**config.mk**
```make
export PLATFORM = sky130hd
export DESIGN_NAME = imem_arb_flat
export DESIGN_NICKNAME = d
export VERILOG_FILES = /design/src/rtl/imem_arb_if.sv /design/src/rtl/imem_arb.sv /design/src/flat_wrapper.sv
export SDC_FILE = /design/constraint.sdc
export NUM_CORES = 1
export LEC_CHECK = 0
export ABC_AREA = 0
export CORE_ASPECT_RATIO = 0.6
export CORE_UTILIZATION = 45
export DETAILED_ROUTE_END_ITERATION = 10
export PLACE_DENSITY = 0.95
export SETUP_SLACK_MARGIN = 0.1
export SYNTH_ARGS = -nofsm -noshare
export SYNTH_HDL_FRONTEND = slang
export SYNTH_SLANG_ARGS = --single-unit
```
**constraint.sdc**
```tcl
create_clock -name clk -period 4.02 [get_ports clk]
set_input_delay 0.804 -clock clk [delete_from_list [all_inputs] [get_ports clk]]
set_output_delay 0.804 -clock clk [all_outputs]
set_load 0.05 [all_outputs]
```
**src/rtl/imem_arb_if.sv**
```systemverilog
// Fetch-port, loader-port and SRAM-side signals of the instruction-memory arbiter.
interface imem_arb_if;
    localparam int unsigned AW = 14;
    localparam int unsigned DW = 32;

    // Fetch (IF stage) port
    logic          if_req;
    logic [AW-1:0] if_addr;
    logic          if_flush;
    logic          if_valid;
    logic [DW-1:0] if_rdata;
    logic          if_stall;

    // Loader port
    logic          ld_req;
    logic          ld_we;
    logic [AW-1:0] ld_addr;
    logic [DW-1:0] ld_wdata;
    logic          ld_ack;
    logic [DW-1:0] ld_rdata;

    // SRAM port
    logic          mem_cs;
    logic          mem_we;
    logic [AW-1:0] mem_addr;
    logic [DW-1:0] mem_wdata;
    logic [DW-1:0] mem_rdata;

    // Status
    logic          busy;

    modport slave (
        input  if_req, if_addr, if_flush,
        output if_valid, if_rdata, if_stall,
        input  ld_req, ld_we, ld_addr, ld_wdata,
        output ld_ack, ld_rdata,
        output mem_cs, mem_we, mem_addr, mem_wdata,
        input  mem_rdata,
        output busy
    );

    modport master (
        output if_req, if_addr, if_flush,
        input  if_valid, if_rdata, if_stall,
        output ld_req, ld_we, ld_addr, ld_wdata,
        input  ld_ack, ld_rdata,
        input  mem_cs, mem_we, mem_addr, mem_wdata,
        output mem_rdata,
        input  busy
    );
endinterface

```
**src/rtl/imem_arb.sv**
```systemverilog
// imem_arb: shares one single-port instruction SRAM between the fetch stage and a loader.
// One access at a time: grant -> WAIT_CYC cycles of chip select -> one response cycle.
module imem_arb #(
    parameter int unsigned WAIT_CYC = 1
) (
    input  logic      clk,
    input  logic      rst,
    imem_arb_if.slave bus
);
    localparam int unsigned AW = 14;
    localparam int unsigned DW = 32;
    localparam int unsigned CW = 4;
    localparam logic [CW-1:0] CNT_LOAD = CW'(WAIT_CYC - 32'd1);

    typedef enum logic [1:0] {
        IDLE = 2'd0,
        ACC  = 2'd1,
        RESP = 2'd2
    } state_t;

    state_t        state;
    logic [CW-1:0] cnt;
    logic          owner_ld;
    logic          last_gnt_ld;
    logic          drop;
    logic          we_q;
    logic          resp_fetch;
    logic          resp_ld;
    logic          cs_q;
    logic          mem_we_q;
    logic [AW-1:0] addr_q;
    logic [DW-1:0] wdata_q;
    logic [DW-1:0] if_rdata_q;
    logic [DW-1:0] ld_rdata_q;

    logic arb_c;
    logic fetch_req_c;
    logic ld_req_c;
    logic gnt_fetch_c;
    logic gnt_ld_c;
    logic if_valid_c;
    logic ld_rd_c;

    // Arbitration: the requester being answered this cycle is not a new request,
    // except a dropped fetch whose requester has already moved on to a new address.
    always_comb begin
        arb_c       = (state == IDLE) || (state == RESP);
        fetch_req_c = bus.if_req && !bus.if_flush && !(resp_fetch && !drop);
        ld_req_c    = bus.ld_req && !resp_ld;
        gnt_fetch_c = arb_c && fetch_req_c && (!ld_req_c || last_gnt_ld);
        gnt_ld_c    = arb_c && ld_req_c && (!fetch_req_c || !last_gnt_ld);
        if_valid_c  = resp_fetch && !drop && !bus.if_flush;
        ld_rd_c     = resp_ld && !we_q;
    end

    // Response data is forwarded straight from the SRAM in the response cycle, held otherwise.
    assign bus.if_valid  = if_valid_c;
    assign bus.if_rdata  = if_valid_c ? bus.mem_rdata : if_rdata_q;
    assign bus.if_stall  = rst && bus.if_req && !if_valid_c && !bus.if_flush;
    assign bus.ld_ack    = resp_ld;
    assign bus.ld_rdata  = ld_rd_c ? bus.mem_rdata : ld_rdata_q;
    assign bus.mem_cs    = cs_q;
    assign bus.mem_we    = mem_we_q;
    assign bus.mem_addr  = addr_q;
    assign bus.mem_wdata = wdata_q;
    assign bus.busy      = (state != IDLE);

    // Access FSM with its latched request and registered SRAM controls.
    always_ff @(posedge clk or negedge rst) begin
        if (!rst) begin
            state       <= IDLE;
            cnt         <= '0;
            owner_ld    <= 1'b0;
            last_gnt_ld <= 1'b1;
            drop        <= 1'b0;
            we_q        <= 1'b0;
            resp_fetch  <= 1'b0;
            resp_ld     <= 1'b0;
            cs_q        <= 1'b0;
            mem_we_q    <= 1'b0;
            addr_q      <= '0;
            wdata_q     <= '0;
        end else begin
            case (state)
                IDLE, RESP: begin
                    resp_fetch <= 1'b0;
                    resp_ld    <= 1'b0;
                    if (gnt_fetch_c || gnt_ld_c) begin
                        state       <= ACC;
                        owner_ld    <= gnt_ld_c;
                        last_gnt_ld <= gnt_ld_c;
                        drop        <= 1'b0;
                        cnt         <= CNT_LOAD;
                        addr_q      <= gnt_ld_c ? bus.ld_addr : bus.if_addr;
                        we_q        <= gnt_ld_c && bus.ld_we;
                        cs_q        <= 1'b1;
                        mem_we_q    <= gnt_ld_c && bus.ld_we;
                        if (gnt_ld_c) begin
                            wdata_q <= bus.ld_wdata;
                        end
                    end else begin
                        state <= IDLE;
                    end
                end
                ACC: begin
                    if (!owner_ld && bus.if_flush) begin
                        drop <= 1'b1;
                    end
                    if (cnt == '0) begin
                        state      <= RESP;
                        cs_q       <= 1'b0;
                        mem_we_q   <= 1'b0;
                        resp_fetch <= !owner_ld;
                        resp_ld    <= owner_ld;
                    end else begin
                        cnt <= cnt - CW'(1);
                    end
                end
                default: begin
                    state <= IDLE;
                end
            endcase
        end
    end

    // Hold the last delivered read data for each port.
    always_ff @(posedge clk or negedge rst) begin
        if (!rst) begin
            if_rdata_q <= '0;
            ld_rdata_q <= '0;
        end else begin
            if (if_valid_c) begin
                if_rdata_q <= bus.mem_rdata;
            end
            if (ld_rd_c) begin
                ld_rdata_q <= bus.mem_rdata;
            end
        end
    end
endmodule

```
**src/flat_wrapper.sv**
```systemverilog
// flat-port wrapper written by rule: the top's interface ports become plain ports
module imem_arb_flat 
#(
    parameter int unsigned WAIT_CYC = 1
)
  (clk, rst, bus_if_req, bus_if_addr, bus_if_flush, bus_if_valid, bus_if_rdata, bus_if_stall, bus_ld_req, bus_ld_we, bus_ld_addr, bus_ld_wdata, bus_ld_ack, bus_ld_rdata, bus_mem_cs, bus_mem_we, bus_mem_addr, bus_mem_wdata, bus_mem_rdata, bus_busy);
  imem_arb_if bus_i ();
  input  logic clk;
  input  logic rst;
  input wire logic [$bits(bus_i.if_req)-1:0] bus_if_req;
  input wire logic [$bits(bus_i.if_addr)-1:0] bus_if_addr;
  input wire logic [$bits(bus_i.if_flush)-1:0] bus_if_flush;
  output wire logic [$bits(bus_i.if_valid)-1:0] bus_if_valid;
  output wire logic [$bits(bus_i.if_rdata)-1:0] bus_if_rdata;
  output wire logic [$bits(bus_i.if_stall)-1:0] bus_if_stall;
  input wire logic [$bits(bus_i.ld_req)-1:0] bus_ld_req;
  input wire logic [$bits(bus_i.ld_we)-1:0] bus_ld_we;
  input wire logic [$bits(bus_i.ld_addr)-1:0] bus_ld_addr;
  input wire logic [$bits(bus_i.ld_wdata)-1:0] bus_ld_wdata;
  output wire logic [$bits(bus_i.ld_ack)-1:0] bus_ld_ack;
  output wire logic [$bits(bus_i.ld_rdata)-1:0] bus_ld_rdata;
  output wire logic [$bits(bus_i.mem_cs)-1:0] bus_mem_cs;
  output wire logic [$bits(bus_i.mem_we)-1:0] bus_mem_we;
  output wire logic [$bits(bus_i.mem_addr)-1:0] bus_mem_addr;
  output wire logic [$bits(bus_i.mem_wdata)-1:0] bus_mem_wdata;
  input wire logic [$bits(bus_i.mem_rdata)-1:0] bus_mem_rdata;
  output wire logic [$bits(bus_i.busy)-1:0] bus_busy;
  assign bus_i.if_req = bus_if_req;
  assign bus_i.if_addr = bus_if_addr;
  assign bus_i.if_flush = bus_if_flush;
  assign bus_if_valid = bus_i.if_valid;
  assign bus_if_rdata = bus_i.if_rdata;
  assign bus_if_stall = bus_i.if_stall;
  assign bus_i.ld_req = bus_ld_req;
  assign bus_i.ld_we = bus_ld_we;
  assign bus_i.ld_addr = bus_ld_addr;
  assign bus_i.ld_wdata = bus_ld_wdata;
  assign bus_ld_ack = bus_i.ld_ack;
  assign bus_ld_rdata = bus_i.ld_rdata;
  assign bus_mem_cs = bus_i.mem_cs;
  assign bus_mem_we = bus_i.mem_we;
  assign bus_mem_addr = bus_i.mem_addr;
  assign bus_mem_wdata = bus_i.mem_wdata;
  assign bus_i.mem_rdata = bus_mem_rdata;
  assign bus_busy = bus_i.busy;
  imem_arb #(.WAIT_CYC(WAIT_CYC)) u_core (.clk(clk), .rst(rst), .bus(bus_i));
endmodule
```
; ---- Yosys cells after proc, flatten, opt, wreduce, memory -nomap -nowiden
; Index checks and enable logic that the tools add are counted.
[classes]
addsub = 1
n_eq_ne = 6
n_mux = 21
reduce_logical = 40
[ops]
columns = operator, count
row1 = $mux W32, 2
row2 = $logic_and A1 B1 Y1, 15
row3 = $mux W14, 1
row4 = $reduce_and A3 Y1, 4
row5 = $logic_not A1 Y1, 10
row6 = $pmux W1 S2, 5
row7 = $mux W1, 8
row8 = $mux W4, 2
row9 = $pmux W4 S2, 1
row10 = $ne A2 B1 Y1 const B, 3
row11 = $logic_not A4 Y1, 1
row12 = $logic_or A1 B1 Y1, 4
row13 = $pmux W2 S2, 1
row14 = $reduce_and A2 Y1, 2
row15 = $reduce_bool A2 Y1, 2
row16 = $sub A4 B1 Y4 const B, 1
row17 = $eq A2 B1 Y1 const B, 1
row18 = $eq A2 B2 Y1 const B, 1
row19 = $logic_not A2 Y1, 1
row20 = $mux W2, 1
row21 = $ne A2 B2 Y1 const B, 1
row22 = $reduce_or A2 Y1, 1
[word_totals]
register_bits = 124
in_bits = 98
output_inout_bits = 116
word_cells = 82

; ---- Depth between registers and ports, before layout
[depth]
depth_word = 10
ltp_mapped = 6
depth_no_buf = 6

; ---- Worst setup path after synthesis
; No wires, ideal clock.
[synth_timing]
path_type = in2out
from = input port bus_if_flush
to = output port bus_if_rdata[14]
arrival_ns = 1.885
required_time_ns = 3.216
slack_ns = 1.331
path_stages = 3
path_buffers = 1
cell_sequence = nor2_2 buf_2 mux2_2
[synth_between]
elab_chain_len = 3
[synth_lines]
columns = element, line_no
row1 = "start, declared", flat_wrapper.sv:12  ; input wire logic [$bits(bus_i.if_flush)-1:0] bus_if_flush;
row2 = $logic_not A1 Y1, imem_arb.sv:52  ; if_valid_c = resp_fetch && !drop && !bus.if_flush;
row3 = $logic_and A1 B1 Y1, imem_arb.sv:52
row4 = via bus_if_valid, flat_wrapper.sv:13  ; output wire logic [$bits(bus_i.if_valid)-1:0] bus_if_valid;
row5 = $mux W32, imem_arb.sv:58  ; assign bus.if_rdata = if_valid_c ? bus.mem_rdata : if_rdata_q;
row6 = "end, declared", flat_wrapper.sv:14  ; output wire logic [$bits(bus_i.if_rdata)-1:0] bus_if_rdata;
; The timed path passes the listed nets, and every way through them passes these cells.

; ---- Worst setup path after layout
[layout_timing]
from = input port bus_if_flush
to = output port bus_if_stall
[layout_between]
elab_chain_len = 5
[layout_lines]
columns = element, line_no
row1 = $logic_not A1 Y1 (*), "imem_arb.sv:52, imem_arb.sv:59"
row2 = $logic_and A1 B1 Y1, imem_arb.sv:52
row3 = $logic_not A1 Y1, imem_arb.sv:59  ; assign bus.if_stall = rst && bus.if_req && !if_valid_c && !bus.if_flush;
row4 = $logic_and A1 B1 Y1, imem_arb.sv:59
row5 = $logic_and A1 B1 Y1 (*), imem_arb.sv:59
row6 = "end, declared", flat_wrapper.sv:15  ; output wire logic [$bits(bus_i.if_stall)-1:0] bus_if_stall;
; Every way passes the cells marked *; elsewhere a longest branch is shown, timed or not.

==> results_dict.tcl <==
set metrics [dict create \
    synth_cells 332 \
    first_iter_violations 151 \
    clkTransAtPathRegs_ns 0.06 \
    maxSlewHeadroom_pct 14.3 \
    antenna_found_initial 0 \
    syn2layout_area_growth_pct 56.6 \
    yosysTopAreaCell "dfrtp_1" \
    die_w_um 136 \
    clockBufferDepth 2 \
    period_needed_ns 3.33 \
    synth_most_common_cell "dfrtp_1" \
    cts_resized 0 \
    crit_fanout 4 \
    dp_hpwl_um 8810 \
    arrival_ns 2.53 \
    grt-ovfl-total 0 \
    rows 28 \
    cts.sinks 124 \
    gp_congestion 0.767 \
    die-area_um2 11300 \
    synth-seq-cells 124 \
    synthTopCellsByArea "dfrtp_1 63%, mux2_2 14%, mux2_1 7.9%, a22oi_1 2.2%, o21ai_0 2.0%" \
    end_kind "output pin" \
    async_flop_share_pct 100 \
    synthAdderAreaFrac_pct 0.514 \
    synth_compound_area_share_pct 6.76 \
    grt_util_all_layers_pct 22.8 \
    synth-xor-area-share_pct 0 \
    vias_per_cell 5.08 \
    fmax_ghz 0.300 \
    fin_crit_sh_pct 82.9 \
    hold_class "in2async" \
    rsz0062_at_grt "false" \
    clock_latency_ns 0.40 \
    synth_top_family_by_area "multiplexers" \
    htree_levels 4 \
    final_max_slew_viol_count 0 \
    grt_first_pass_wirelength_um 18900 \
    worst_pin_slew_ns 1.28 \
    postCtsSetupBuffers 0 \
    firstDrtPassIters 4 \
    initial_utilization_pct 47.8 \
    setup_tns_ns 0 \
    fin_nets 653 \
    ys_seq_area_share_pct 63.8 \
    synth_commonest_cells "123 x dfrtp_1, 62 x mux2_2, 34 x mux2_1" \
    fin_worst_skew_ns 0.0109 \
    synth_fp_nets 432 \
    die-height_um 82.6 \
    synth_cell_types 37 \
    synth.area.mux_share_pct 22.2 \
    synth_area_um2 4870 \
    start_kind "input pin" \
    route.detailed.drc 0 \
    vias 3562 \
    avgSynthCellArea_um2 14.7 \
    route.antenna.remaining_nets 0 \
    worstPathRequired_ns 3.22 \
    cts-root-buf "clkbuf_16" \
    nFillCells 642 \
    yosys_warnings 0 \
    diodes 0 \
    dominantRegCellSynth "dfrtp_1" \
    finalSetupViolCount 0 \
    port_buffers 213 \
    io_pins 214 \
    drive_above_1_share_pct 25.3 \
    core_um2 10200 \
    routedWlPerCell_um 17.6 \
    critical_path_class "in2out" \
    outcome "completed" \
    synth-simple-area-share_pct 4.29 \
    drv_cap 0 \
    synth_top_area_share_pct 63.2 \
    synth-edff-count 0 \
    grt_pass1_vias 3622 \
    cts_hold_buf 0 \
    hold_viol 0 \
    cts_made_buffers 17 \
    wl_um 12300 \
    grt_max_degree 87 \
    cts_tree "built" \
]
## path summary, 6_finish.rpt
path	depth (start not counted)	startpoint	slack [ns]	end
hold / removal	2	rst	0.47	u_core.bus.mem_wdata[17]
hold reg to reg	1	u_core.bus.mem_wdata[30]	0.49	u_core.bus.mem_wdata[30]
max in group asynchronous	3	rst	2.06	u_core.bus.mem_wdata[9]
min in group clk	1	u_core.bus.mem_wdata[30]	0.49	u_core.bus.mem_wdata[30]
setup reg to reg	4	u_core.bus.ld_ack	1.79	u_core.bus.mem_we
setup / recovery	4	bus_if_flush	0.69	bus_if_stall
## logic make-up (layout without fill, tap and decap cells)
group / count (synthesis) / in the layout
adder cells (fa/ha/maj): 2 / 2
buffers and inverters: 22 / 256
AO/OA/AOI/OAI: 47 / 47
AND/OR/NAND/NOR: 41 / 41
multiplexers: 96 / 96
flip-flops: 124 / 124
## metrics by stage
step	hold slack (ns)	util, %	cell area, µm²	instances	setup slack, ns
4_1_cts	0.463	74.8	7630	701	0.683
5_1_grt	0.488	74.8	7630	701	0.622
6_report	0.465	74.8	7630	701	0.688
3_5_place_dp	0.474	69.0	7030	669	0.687
2_1_floorplan	0.447	-	4870	332	1.33
3_3_place_gp	0.461	69.0	7030	669	0.719
## metal layers
| metal | track usage (%) | wire, µm |
|---|---|---|
| met5 | 0 | 0 |
| met4 | 8.44 | 109 |
| met3 | 8.00 | 901 |
| met2 | 39.6 | 6330 |
| met1 | 26.4 | 5010 |
## worst max-delay path, stage by stage
cell             delay, ns
clkdlybuf4s50_1       0.49
nor2b_2               0.25
and3_1                0.18
clkdlybuf4s50_1       0.80
## cell type report
cell class	instances	area (µm²)	share of cell area [%]
inverter	5	18.8	0.246
multi-input combinational	186	1650	21.6
timing repair buffer	219	2090	27.4
tap	135	169	2.21
clock inverter	13	140	1.84
clock buffer	19	453	5.94
sequential	124	3100	40.7
## sequential cells by signal, indices dropped and copies added (netlist names)
signal                cells
u_core.resp_fetch         1
u_core.bus.mem_addr      14
u_core.ld_rdata_q        32
u_core.bus.mem_cs         1
u_core.cnt                4
u_core.bus.mem_wdata     32
u_core.owner_ld           1
u_core.bus.ld_ack         1
u_core.drop               1
u_core.if_rdata_q        32
u_core.bus.mem_we         1
u_core.state              2
u_core.last_gnt_ld        1
u_core.we_q               1
## layout by cell type, fill, tap and decap left out, types with 3 or more instances in the layout
cell / n
a22oi_1: 14
buf_4: 40
clkbuf_16: 17
clkdlybuf4s50_1: 179
clkinv_2: 3
clkinvlp_4: 4
dfrtp_1: 123
inv_1: 5
mux2_1: 34
mux2_2: 62
nand2_1: 18
nand2b_1: 4
nand3_1: 3
nor3_1: 3
o21ai_0: 19
Power is not shown: default switching activity piles up to over one toggle a cycle in this logic, so the estimate is an artifact.
